--- config.mk ---
export PLATFORM = sky130hd
export DESIGN_NAME = weight_fetch_ctrl
export DESIGN_NICKNAME = d
export VERILOG_FILES = /design/src/rtl/weight_fetch_pkg.sv /design/src/rtl/weight_row_packer.sv /design/src/rtl/weight_fetch_ctrl.sv
export SDC_FILE = /design/constraint.sdc
export NUM_CORES = 1
export LEC_CHECK = 0
export BUFFER_PORTS_ARGS = -buffer_cell sky130_fd_sc_hd__buf_4
export CORE_MARGIN = 1
export CORE_UTILIZATION = 55
export CTS_BUF_LIST = sky130_fd_sc_hd__clkbuf_2
export DETAILED_ROUTE_END_ITERATION = 10
export HOLD_SLACK_MARGIN = 0.08
export PLACE_DENSITY = 0.86
export SYNTH_ARGS = -nofsm -noshare
export SYNTH_HDL_FRONTEND = slang
export SYNTH_SLANG_ARGS = --single-unit
--- constraint.sdc ---
create_clock -name clk -period 3.23 [get_ports clk]
set_clock_uncertainty 0.1 [all_clocks]
set_input_delay 0.323 -clock clk [delete_from_list [all_inputs] [get_ports clk]]
set_output_delay 0.323 -clock clk [all_outputs]
set_load 0.02 [all_outputs]
--- src/rtl/weight_fetch_pkg.sv ---
// weight_fetch_pkg: shared types, tile limits and lane helper for the weight fetch sequencer.
package weight_fetch_pkg;
  localparam int MAX_DIM = 8;
  localparam int DIM_W = $clog2(MAX_DIM + 1);
  typedef enum logic [1:0] {S_IDLE, S_FETCH, S_DRAIN, S_HOLD} state_t;
  function automatic int unsigned lane_lsb(input int unsigned lane, input int unsigned dw);
    return lane * dw;
  endfunction
endpackage

--- src/rtl/weight_row_packer.sv ---
// weight_row_packer: gathers returned buffer words into one zero-filled packed row.
module weight_row_packer
  import weight_fetch_pkg::*;
#(
  parameter int DATA_WIDTH = 16
) (
  input  logic                          clk,
  input  logic                          rst_n,
  input  logic                          i_clear,
  input  logic                          i_cap,
  input  logic [DIM_W-1:0]              i_cols,
  input  logic [DATA_WIDTH-1:0]         i_data,
  output logic [MAX_DIM*DATA_WIDTH-1:0] o_lanes
);
  localparam int LW = $clog2(MAX_DIM * DATA_WIDTH);
  logic [DIM_W-1:0]              r_cnt;
  logic [MAX_DIM*DATA_WIDTH-1:0] r_lanes;
  // Clearing on every row start is what keeps lanes beyond the column count at zero.
  always_ff @(posedge clk or negedge rst_n) begin
    if (!rst_n) begin
      r_cnt   <= '0;
      r_lanes <= '0;
    end else if (i_clear) begin
      r_cnt   <= '0;
      r_lanes <= '0;
    end else if (i_cap && r_cnt < i_cols) begin
      r_lanes[LW'(lane_lsb(32'(r_cnt), DATA_WIDTH)) +: DATA_WIDTH] <= i_data;
      r_cnt <= r_cnt + 1'b1;
    end
  end
  assign o_lanes = r_lanes;
endmodule

--- src/rtl/weight_fetch_ctrl.sv ---
// weight_fetch_ctrl: walks a row-major weight tile, reading one word per cycle
// and presenting each packed row to the matrix unit over valid/ready.
module weight_fetch_ctrl
  import weight_fetch_pkg::*;
#(
  parameter int DATA_WIDTH = 16,
  parameter int ADDR_WIDTH = 10
) (
  input  logic                          clk,
  input  logic                          rst_n,
  input  logic                          i_start,
  input  logic [ADDR_WIDTH-1:0]         i_base_addr,
  input  logic [DIM_W-1:0]              i_num_rows,
  input  logic [DIM_W-1:0]              i_num_cols,
  input  logic [ADDR_WIDTH-1:0]         i_row_stride,
  input  logic                          i_abort,
  output logic                          o_busy,
  output logic                          o_done,
  output logic                          o_err,
  output logic                          o_wb_rd_en,
  output logic [ADDR_WIDTH-1:0]         o_wb_rd_addr,
  input  logic [DATA_WIDTH-1:0]         i_wb_rd_data,
  input  logic                          i_wb_rd_valid,
  output logic                          o_row_valid,
  input  logic                          i_row_ready,
  output logic [MAX_DIM*DATA_WIDTH-1:0] o_row_data,
  output logic [DIM_W-1:0]              o_row_idx,
  output logic                          o_row_last
);
  state_t                r_state, w_next;
  logic [DIM_W-1:0]      r_rows, r_cols, r_row, r_col;
  logic [ADDR_WIDTH-1:0] r_stride, r_row_addr, r_rd_addr, w_rd_addr;
  logic                  r_rd_en, r_pend, r_done, r_err;
  logic                  w_legal, w_accept, w_hs, w_last_row, w_cap, w_rd_en, w_clear;
  assign w_legal    = i_num_rows != '0 && i_num_rows <= DIM_W'(MAX_DIM) &&
                      i_num_cols != '0 && i_num_cols <= DIM_W'(MAX_DIM);
  assign w_accept   = r_state == S_IDLE && i_start && w_legal && !i_abort;
  assign w_hs       = r_state == S_HOLD && i_row_ready && !i_abort;
  assign w_last_row = r_row == r_rows - 1'b1;
  // Only a word answering a read still owned by this tile may be packed.
  assign w_cap      = i_wb_rd_valid && r_pend;
  always_ff @(posedge clk or negedge rst_n) begin
    if (!rst_n) r_state <= S_IDLE;
    else        r_state <= w_next;
  end
  always_comb begin
    w_next    = r_state;
    w_rd_en   = 1'b0;
    w_rd_addr = r_rd_addr;
    w_clear   = 1'b0;
    case (r_state)
      S_IDLE: if (w_accept) begin
        w_next    = S_FETCH;
        w_rd_en   = 1'b1;
        w_rd_addr = i_base_addr;
        w_clear   = 1'b1;
      end
      S_FETCH: if (r_col == r_cols - 1'b1) w_next = S_DRAIN;
      else begin
        w_rd_en   = 1'b1;
        w_rd_addr = r_row_addr + ADDR_WIDTH'(r_col + 1'b1);
      end
      S_DRAIN: if (w_cap) w_next = S_HOLD;
      S_HOLD: if (i_row_ready) begin
        w_next    = w_last_row ? S_IDLE : S_FETCH;
        w_rd_en   = !w_last_row;
        w_rd_addr = w_last_row ? r_rd_addr : r_row_addr + r_stride;
        w_clear   = !w_last_row;
      end
    endcase
    if (i_abort) begin
      w_next  = S_IDLE;
      w_rd_en = 1'b0;
      w_clear = 1'b0;
    end
  end
  always_ff @(posedge clk or negedge rst_n) begin
    if (!rst_n) begin
      r_rows     <= '0;
      r_cols     <= '0;
      r_row      <= '0;
      r_col      <= '0;
      r_stride   <= '0;
      r_row_addr <= '0;
      r_rd_en    <= 1'b0;
      r_rd_addr  <= '0;
      r_pend     <= 1'b0;
      r_done     <= 1'b0;
      r_err      <= 1'b0;
    end else begin
      r_rd_en   <= w_rd_en;
      r_rd_addr <= w_rd_addr;
      r_pend    <= r_rd_en && !i_abort;
      r_done    <= w_hs && w_last_row;
      r_err     <= r_state == S_IDLE && i_start && !w_legal && !i_abort;
      if (w_accept) begin
        r_rows     <= i_num_rows;
        r_cols     <= i_num_cols;
        r_stride   <= i_row_stride;
        r_row      <= '0;
        r_col      <= '0;
        r_row_addr <= i_base_addr;
      end else if (r_state == S_FETCH) begin
        r_col <= r_col + 1'b1;
      end else if (w_hs && !w_last_row) begin
        r_row      <= r_row + 1'b1;
        r_col      <= '0;
        r_row_addr <= r_row_addr + r_stride;
      end
    end
  end
  weight_row_packer #(.DATA_WIDTH(DATA_WIDTH)) u_packer (
    .clk     (clk),
    .rst_n   (rst_n),
    .i_clear (w_clear),
    .i_cap   (w_cap),
    .i_cols  (r_cols),
    .i_data  (i_wb_rd_data),
    .o_lanes (o_row_data)
  );
  assign o_busy       = r_state != S_IDLE;
  assign o_done       = r_done;
  assign o_err        = r_err;
  assign o_wb_rd_en   = r_rd_en;
  assign o_wb_rd_addr = r_rd_addr;
  assign o_row_valid  = r_state == S_HOLD;
  assign o_row_idx    = r_row;
  assign o_row_last   = o_row_valid && w_last_row;
endmodule

# Word-level counts from Yosys, hierarchy flattened
# Cells that the tools add are included.
dict set report word_totals {
  elab_cells 105
  reg_bits 184
  output_inout_bits 148
}
dict set report classes {
  n_lt_le_gt_ge 3
  shifts 2
  muxes 33
  n_eq_ne 14
  reduce_logical 30
  addsub 9
}
# operator count
set ops {}
lappend ops {{128-bit two-way mux} 2}
lappend ops {{128-bit bitwise mux} 1}
lappend ops {{16-bit by 9-bit variable shift with 128-bit output, first input constant} 1}
lappend ops {{16-bit by 9-bit variable part select with 128-bit output} 1}
lappend ops {{10-bit two-way mux} 7}
lappend ops {{4-bit two-way mux} 8}
lappend ops {{10-bit case mux with 3 select lines} 1}
lappend ops {{1-bit logical AND} 16}
lappend ops {{4-bit by 1-bit adder with 4-bit output, second input constant} 3}
lappend ops {{10-bit adder} 1}
lappend ops {{10-bit by 5-bit adder with 10-bit output} 1}
lappend ops {{2-bit two-way mux} 5}
lappend ops {{7-bit negation with 9-bit output} 1}
lappend ops {{4-bit equality test} 2}
lappend ops {{4-bit <= comparator, second input constant} 2}
lappend ops {{2-bit != test, second input constant} 4}
lappend ops {{2-bit case mux with 4 select lines} 1}
lappend ops {{4-bit nonzero test} 2}
lappend ops {{4-bit by 1-bit subtractor with 4-bit output, second input constant} 2}
lappend ops {{1-bit two-way mux} 6}
lappend ops {{3-bit by 2-bit != test with 1-bit output, second input constant} 2}
lappend ops {{3-bit != test, second input constant} 2}
lappend ops {{2-bit nonzero test} 3}
lappend ops {{3-bit nonzero test} 2}
lappend ops {{other kinds (12)} 15}

# Logic depth before layout (Yosys ltp)
# Gate-level depths: netlist of the first run.
dict set report logic_depth {
  word_depth 10
  ltp_mapped 11
  ltp_nobuf 10
}

# Cells and area by module
# From an unflattened synthesis of the first run, not the netlist that was laid out.
dict set report unflattened {
  hier_cells 779
  area_unflattened_um2 8785.9
}
# module seq_area_each_um2 cells_each instances area_each_um2
set modules_own_cells {}
lappend modules_own_cells {weight_row_packer 3303.2 408 1 5470.2}
lappend modules_own_cells {weight_fetch_ctrl 1301.2 371 1 3315.7}

# Least setup slack after synthesis of the first run
# OpenSTA, ideal clock, no wires.
dict set report synth_timing {
  path_type {register to register}
  start {reg u_packer.r_cnt[0]}
  end {reg u_packer.r_lanes[41] (netlist: u_packer.o_lanes[41])}
  period_less_slack_ns 2.859
  required_time_ns 3.052
  arrival_time_ns 2.681
  stages_incl_launch_ff 12
  path_slack_ns 0.371
  cell_sequence {dfrtp_1 clkbuf_1 clkbuf_1 inv_1 ha_1 ha_1 nor3b_1 and3_1 clkbuf_1 buf_2 nand2_1 a21oi_1}
}
dict set report synth_between {
  elab_chain_cells 5
  word_cells_on_any_way 9
}
# item line
set synth_lines {}
lappend synth_lines {{start: declaration} weight_row_packer.sv:16} ;# logic [DIM_W-1:0] r_cnt;
lappend synth_lines {{start signal: assignment} weight_row_packer.sv:28} ;# r_cnt <= r_cnt + 1'b1;
lappend synth_lines {{7-bit negation with 9-bit output} weight_row_packer.sv:27} ;# r_lanes[LW'(lane_lsb(32'(r_cnt), DATA_WIDTH)) +: DATA_WIDTH] <= i_data;
lappend synth_lines {{16-bit by 9-bit variable part select with 128-bit output or 16-bit by 9-bit variable shift with 128-bit output (tied branches)} weight_row_packer.sv:27}
lappend synth_lines {{128-bit bitwise mux} weight_row_packer.sv:27}
lappend synth_lines {{128-bit two-way mux} weight_row_packer.sv:26} ;# end else if (i_cap && r_cnt < i_cols) begin
lappend synth_lines {{128-bit two-way mux} weight_row_packer.sv:23} ;# end else if (i_clear) begin
lappend synth_lines {{end signal: indexed assignment} weight_row_packer.sv:27}
lappend synth_lines {{end: declaration} weight_row_packer.sv:17} ;# logic [MAX_DIM*DATA_WIDTH-1:0] r_lanes;
# Parallel ways exist; a longest one is shown, timed or not. The select of a mux whose other input is x is not followed.
# A chain may end at the register's enable or synchronous reset.

# Final worst setup path of the first run
dict set report layout_timing {
  start {reg r_state[1]}
  end {reg r_row_addr[3]}
}
dict set report layout_between {
  elab_chain_cells 6
  word_cells_on_any_way 13
}
# item line
set layout_lines {}
lappend layout_lines {{start: declaration} weight_fetch_ctrl.sv:30} ;# state_t r_state, w_next;
lappend layout_lines {{start signal: assignment} weight_fetch_ctrl.sv:44} ;# else r_state <= w_next;
lappend layout_lines {{2-bit equality test or 2-bit zero test (tied branches)} {weight_fetch_ctrl.sv:38, weight_fetch_ctrl.sv:37}}
lappend layout_lines {{1-bit logical AND (on tied branches) (2 in a row)} {weight_fetch_ctrl.sv:38, weight_fetch_ctrl.sv:37}}
lappend layout_lines {{1-bit logical AND (on tied branches)} {weight_fetch_ctrl.sv:105, weight_fetch_ctrl.sv:37}}
lappend layout_lines {{2-bit nonzero test (no line) or 2-bit != test (tied branches)} --}
lappend layout_lines {{2-bit AND reduction (no line)} --}
lappend layout_lines {{end signal: assignment} weight_fetch_ctrl.sv:102} ;# r_row_addr <= i_base_addr;
lappend layout_lines {{end signal: assignment} weight_fetch_ctrl.sv:108} ;# r_row_addr <= r_row_addr + r_stride;
lappend layout_lines {{end: declaration} weight_fetch_ctrl.sv:32} ;# logic [ADDR_WIDTH-1:0] r_stride, r_row_addr, r_rd_addr, w_rd_addr;
# Parallel ways exist; a longest one is shown, timed or not.

==> impl_metrics.json, run 1 <==
{
  "outcome": "finished clean",
  "die_area_um2": 16500,
  "end_kind": "flop",
  "nets": 1193,
  "rows": 45,
  "die_w_um": 129,
  "drt_first_pass_iters": 5,
  "synth_fa_ha_area_share_pct": 4.43,
  "syn_inst": 882,
  "grt_antenna_before_repair": 1,
  "layout_min_cycle_time_ns": 3.10,
  "drv_slew": 0,
  "cp_top_family": "buffers and inverters",
  "root_buffer": "clkbuf_2",
  "cts_tree": "done",
  "async_reset_ff_share_pct": 100,
  "drc": 0,
  "synthFlopType": "dfrtp_1",
  "critPathSlowestCell": "dlygate4sd3_1",
  "setup_viol": 0,
  "cts_buffer_depth": 2,
  "max_slew_margin_pct": 48.2,
  "grt_usage_pct": 30.5,
  "hpwl_mm": 15.8,
  "drt-total-wl_mm": 24.3,
  "cts.reportedPaths.clkPinSlew_ns": 0.31,
  "synth_compound_area_share_pct": 10.6,
  "max_freq_ghz": 0.323,
  "power.density_nw_per_um2": 733,
  "numPlacedInstances": 1246,
  "grt_pass1_vias": 7464,
  "globalRouteOverflowTotal": 0,
  "syn_nets": 962,
  "critPathMaxStageDelay_ns": 0.58,
  "path_cells": "inv_1, ha_1, nand2_1, nor3b_4, buf_12, nand2_1, dlygate4sd3_1, o221ai_1, dlygate4sd3_1",
  "vdd_drop_max_uv": 416,
  "hold_class": "in -> reg",
  "cp_num_buf_inv": 4,
  "synth_seq_cells": 184,
  "coreArea_um2": 15400,
  "worst_pin_slew_ns": 0.774,
  "ys_warn_count": 0,
  "worst-path-max-fanout": 33,
  "numClockSinks": 184,
  "setup_tns_ns": 0,
  "fp.dieH_um": 129,
  "syn_to_final_growth_pct": 29.2,
  "worst-setup-path-type": "reg -> reg",
  "ioPinCount": 198,
  "layout.cells.non_filler": 1338,
  "drt_iter0_drc": 555,
  "cp_data_required_time_ns": 3.89,
  "h-tree-depth": 4,
  "finalWeightedCongestion": 0.881,
  "max-cap-violations": 0,
  "start_kind": "flop",
  "yosys.cell_types.count": 62,
  "synth-seq-area-share_pct": 52.2,
  "synth-xor-area-share_pct": 3.73,
  "mappedNetlistArea_um2": 8810,
  "synth_mux_area_share_pct": 9.03,
  "leakage_nw": 5.76,
  "start_util_pct": 57.1,
  "synth_edf_count": 0,
  "synthSimpleGateAreaFrac_pct": 15.7,
  "portBuffers": 197,
  "avgSynthCellArea_um2": 9.99,
  "grt_pass1_wl_mm": 38.4,
  "grt_max_degree": 133,
  "finalHoldViolCount": 0,
  "layout-drive-gt1-share_pct": 23.9,
  "via_per_inst": 5.70,
  "cp_data_arrival_time_ns": 3.76,
  "clock_latency_ns": 0.79,
  "cts_made_buffers": 17,
  "rsz0062_at_grt": "false",
  "synth_top_family_by_area": "simple AND/OR/NAND/NOR gates",
  "period_share_pct": 95.9,
  "wire_per_inst_um": 18.2,
  "ant_nets": 0,
  "num_vias": 7632
}
sequential cells by signal, summed over array words and instances, names as in the netlist:
signal            flops
u_packer.o_lanes    128
o_wb_rd_addr         10
r_row_addr           10
r_stride             10
o_row_idx             4
r_col                 4
r_cols                4
r_rows                4
u_packer.r_cnt        4
r_state               2
o_done                1
o_err                 1
o_wb_rd_en            1
r_pend                1
per-stage QoR:
stage | instance area (um^2) | power (W) | setup WS [ns] | hold WS (ns) | utilization, %
2_1_floorplan | 8810 | 0.00566 | 0.371 | -0.0726 | -
3_3_place_gp | 10500 | 0.00668 | 0.658 | 0.323 | 67.8
3_5_place_dp | 10500 | 0.00682 | 0.579 | 0.325 | 67.8
4_1_cts | 11400 | 0.00828 | 0.0739 | 0.113 | 73.7
5_1_grt | 11400 | 0.00889 | 0.00626 | 0.123 | 73.8
6_report | 11400 | 0.00834 | 0.132 | 0.183 | 73.8
kinds of logic after synthesis:
| logic type | after synthesis |
|---|---|
| simple gates | 318 |
| flops | 184 |
| compound gates | 147 |
| buf+inv | 89 |
| mux | 78 |
| xor+xnor | 36 |
| fa+ha+maj | 30 |
final cells by class:
type	instances	area [um^2]
antenna	1	2.50
clock inverter	15	219
timing repair buffer	275	2270
multi-input combinational	609	3840
sequential	184	4600
clock buffer	17	85.1
fill	1075	4040
inverter	26	97.6
tap	211	264
report_power, final:
group	internal, W	switching [W]	total (W)
combinational	0.00165	0.00210	0.00375
sequential	0.00281	0.000431	0.00324
clock	0.000425	0.000926	0.00135
timing repair:
action | 4_1_cts | 5_1_grt
endpoints found under the hold margin | 366 | 0
setup buffers | 0 | 0
setup endpoints to repair | 0 | 3
hold buffers | 59 | 0
gates resized for setup | 0 | 4
cells in the mapped netlist (15+ instances only):
master	instances	area, um^2
inv_1	25	93.8
dfrtp_1	184	4600
clkbuf_1	40	150
xnor2_1	23	201
nor2_1	99	372
nand3_1	30	150
mux2i_1	66	661
buf_2	18	90.1
ha_1	28	350
o21ai_0	15	75.1
nand2_1	145	544
a21oi_1	73	365
worst reg2reg max path, cell delays in order (launching register included):
cell and delay [ns]:
dfrtp_1 0.51, inv_1 0.14, ha_1 0.29, nand2_1 0.15
nor3b_4 0.34, buf_12 0.25, nand2_1 0.07, dlygate4sd3_1 0.56
o221ai_1 0.08, dlygate4sd3_1 0.58
placed cells by master (no fill, tap or decap), types with 3 or more instances in the layout:
master	count
inv_6	3
a31oi_1	3
nor3_1	9
a21boi_0	3
clkbuf_2	17
nand2b_1	3
buf_12	3
nand4_1	5
a221o_1	4
nor2_1	99
xor2_1	12
buf_4	212
o21a_1	3
dfrtp_1	184
o31a_1	4
o21ai_0	15
o221ai_1	7
and3_1	4
dlygate4sd3_1	58
mux2i_1	66
mux2_2	12
a21oi_1	73
and4_1	3
nand3_1	30
a21o_1	5
a22oi_1	6
nor2b_1	7
ha_1	27
clkinv_8	4
inv_8	6
xnor2_1	23
o211ai_1	3
inv_1	25
nand2_1	145
path summary, 6_finish.rpt:
path                            cells after the start           startpoint  slack (ns)                   end
worst max-delay path                                9           r_state[1]        0.13         r_row_addr[3]
worst min-delay path                                4       i_base_addr[4]        0.18         r_row_addr[4]
worst max register to register                      9           r_state[1]        0.13         r_row_addr[3]
worst min register to register                      2  u_packer.o_lanes[6]        0.44   u_packer.o_lanes[6]
max in group asynchronous                           4                rst_n        2.07  u_packer.o_lanes[37]
min in group asynchronous                           4                rst_n        0.54   u_packer.o_lanes[4]
layer usage:
metal / share of wire (%) / track usage, % / up-vias
li1: - / - / 3473
met1: 42 / 40.3 / 3727
met2: 47 / 48.0 / 358
met3: 7.0 / 7.15 / 74
met4: 4.4 / 13.7 / 0
met5: 0 / 0 / -
(Power assumes the default switching activity.)
==> run 2, diff against run 1 <==
CORE_UTILIZATION = 35   (was 55)
PLACE_DENSITY = 0.61   (was 0.86)
==> impl_metrics.json, run 2 (same netlist as run 1, synthesis figures left out) <==
{
  "globalRouteOverflowTotal": 0,
  "grt_pass1_vias": 7197,
  "fp.dieH_um": 161,
  "setup_tns_ns": 0,
  "worst-setup-path-type": "in -> reg",
  "p_sw_w": 0.00343,
  "critPathMaxStageDelay_ns": 0.61,
  "comb_power_share_pct": 45.5,
  "final_cell_mix": "214 x buf_4, 183 x dfrtp_1, 145 x nand2_1",
  "nets": 1204,
  "via_per_inst": 4.98,
  "worst_r2r_endpoint": "r_row_addr[9]",
  "critPathSlowestCell": "dlygate4sd3_1",
  "die_w_um": 161,
  "critPathCapture": "r_state[0]",
  "max_freq_ghz": 0.317,
  "max-cap-violations": 0,
  "crit_top_cell": "dlygate4sd3_1",
  "worst-path-max-fanout": 5,
  "grt_pass1_wl_mm": 40.6,
  "place_area_um2": 10600,
  "rsz0062_at_grt": "false",
  "wire_per_inst_um": 17.4,
  "worst_pin_slew_ns": 0.763,
  "drt_first_pass_iters": 7,
  "finalHoldViolCount": 0,
  "drt_iter0_drc": 514,
  "cts_buffer_depth": 2,
  "p_int_w": 0.00489,
  "grt_max_degree": 92,
  "num_vias": 7278,
  "vdd_drop_max_uv": 445,
  "ant_nets": 0,
  "cts_setup_buffers": 0,
  "path_cells": "dlygate4sd3_1, buf_4, o31a_1, nor4_4, nand2_1, a221oi_1, dlygate4sd3_1, nand2_1, a211o_1, a21oi_1, dlygate4sd3_1",
  "root_buffer": "clkbuf_2",
  "die_area_um2": 25800,
  "max_slew_margin_pct": 49.1,
  "syn_to_final_growth_pct": 31.8,
  "coreArea_um2": 24500,
  "hold_class": "in -> reg",
  "switching_share_pct": 41.2,
  "seqPwrFrac_pct": 38.9,
  "numClockSinks": 184,
  "cts.reportedPaths.clkPinSlew_ns": 0.31,
  "h-tree-depth": 4,
  "rr_worst_depth": 9,
  "clock_latency_ns": 0.74,
  "start_util_pct": 35.9,
  "r2r_setup_slack_ns": 0.14,
  "n_fill_cell": 2320,
  "cp_data_arrival_time_ns": 3.77,
  "leakage_nw": 5.80,
  "clockPowerShare_pct": 15.6,
  "layout_min_cycle_time_ns": 3.15,
  "portBuffers": 197,
  "drt-total-wl_mm": 25.4,
  "drc": 0,
  "cts_made_buffers": 17,
  "hold_ws_ns": 0.226,
  "cp_data_required_time_ns": 3.85,
  "grt_usage_pct": 20.1,
  "drv_slew": 0,
  "period_share_pct": 97.7,
  "layout-drive-gt1-share_pct": 24.0,
  "finalWeightedCongestion": 0.862,
  "post-place-ws_ns": 0.542,
  "hpwl_mm": 17.3,
  "power.density_nw_per_um2": 717,
  "final_common_cell": "buf_4",
  "end_kind": "flop",
  "finalWorstSetupSlack_ns": 0.0757,
  "hold_depth": 3,
  "hp-start": "i_row_stride[0]",
  "outcome": "finished clean",
  "rows": 57,
  "cts_tree": "done",
  "largest_reg_flops": 128,
  "rr_startpoint": "r_stride[4]",
  "final_area_um2": 11600,
  "ioPinCount": 198,
  "startpoint": "i_num_cols[1]",
  "grt_antenna_before_repair": 1,
  "start_kind": "input pin",
  "setup_viol": 0
}
run 2: cell count changes in the layout (fill, tap and decap cells not counted), sizes merged:
cell and delta:
dlygate4sd3 +10, clkinv +4, inv -3, bufinv -1, clkbuf +1
run 2: worst min path at each step:
stage	to
after floorplan	o_done
after global placement	r_stride[8]
after detailed placement	o_wb_rd_addr[8]
after CTS	r_stride[0]
after global routing	r_stride[0]
final	r_stride[0]
run 2: layout make-up:
class | instances | area [um^2] | area share [%]
inverter | 26 | 97.6 | 0.840
timing repair buffer | 286 | 2360 | 20.3
clock buffer | 17 | 85.1 | 0.732
antenna | 1 | 2.50 | 0.0215
clock inverter | 15 | 205 | 1.77
tap | 324 | 405 | 3.49
sequential | 184 | 4610 | 39.6
multi-input combinational | 609 | 3850 | 33.2
run 2: power groups by stage:
stage          clock, W  sequential, W  combinational (W)
2_1_floorplan         0        0.00353            0.00214
6_report        0.00130        0.00324            0.00379
3_5_place_dp          0        0.00327            0.00359
3_3_place_gp          0        0.00326            0.00355
4_1_cts         0.00135        0.00323            0.00377
5_1_grt         0.00144        0.00331            0.00421
run 2: stage by stage:
| step | total power (W) | util (%) | std cells |
|---|---|---|---|
| 6_report | 0.00833 | 47.3 | 1462 |
| 5_1_grt | 0.00895 | 47.3 | 1462 |
| 4_1_cts | 0.00836 | 47.3 | 1461 |
| 3_5_place_dp | 0.00686 | 43.3 | 1361 |
| 3_3_place_gp | 0.00681 | 43.3 | 1361 |
| 2_1_floorplan | 0.00566 | - | 882 |
run 2: routing by layer:
metal  track usage (%)  vias to the layer above  part of all wire [%]
met1              27.4                     3591                    45
met4              5.49                        0                   1.4
met5                 0                        -                     0
met3              4.39                       17                   5.6
li1                  -                     3481                     -
met2              32.4                      189                    48
run 2: what timing repair did:
| action | 4_1_cts | 5_1_grt |
|---|---|---|
| endpoints found under the setup margin | 0 | 4 |
| hold buffers | 68 | 0 |
| hold endpoints to repair | 368 | 0 |
| gates resized for setup | 0 | 4 |
run 2: worst max-delay path: cells and delay by family:
family	cells	cell delay, ns
AOI/OAI and AO/OA	4	1.00
buffers and inverters	4	1.85
and+or+nand+nor	3	0.59
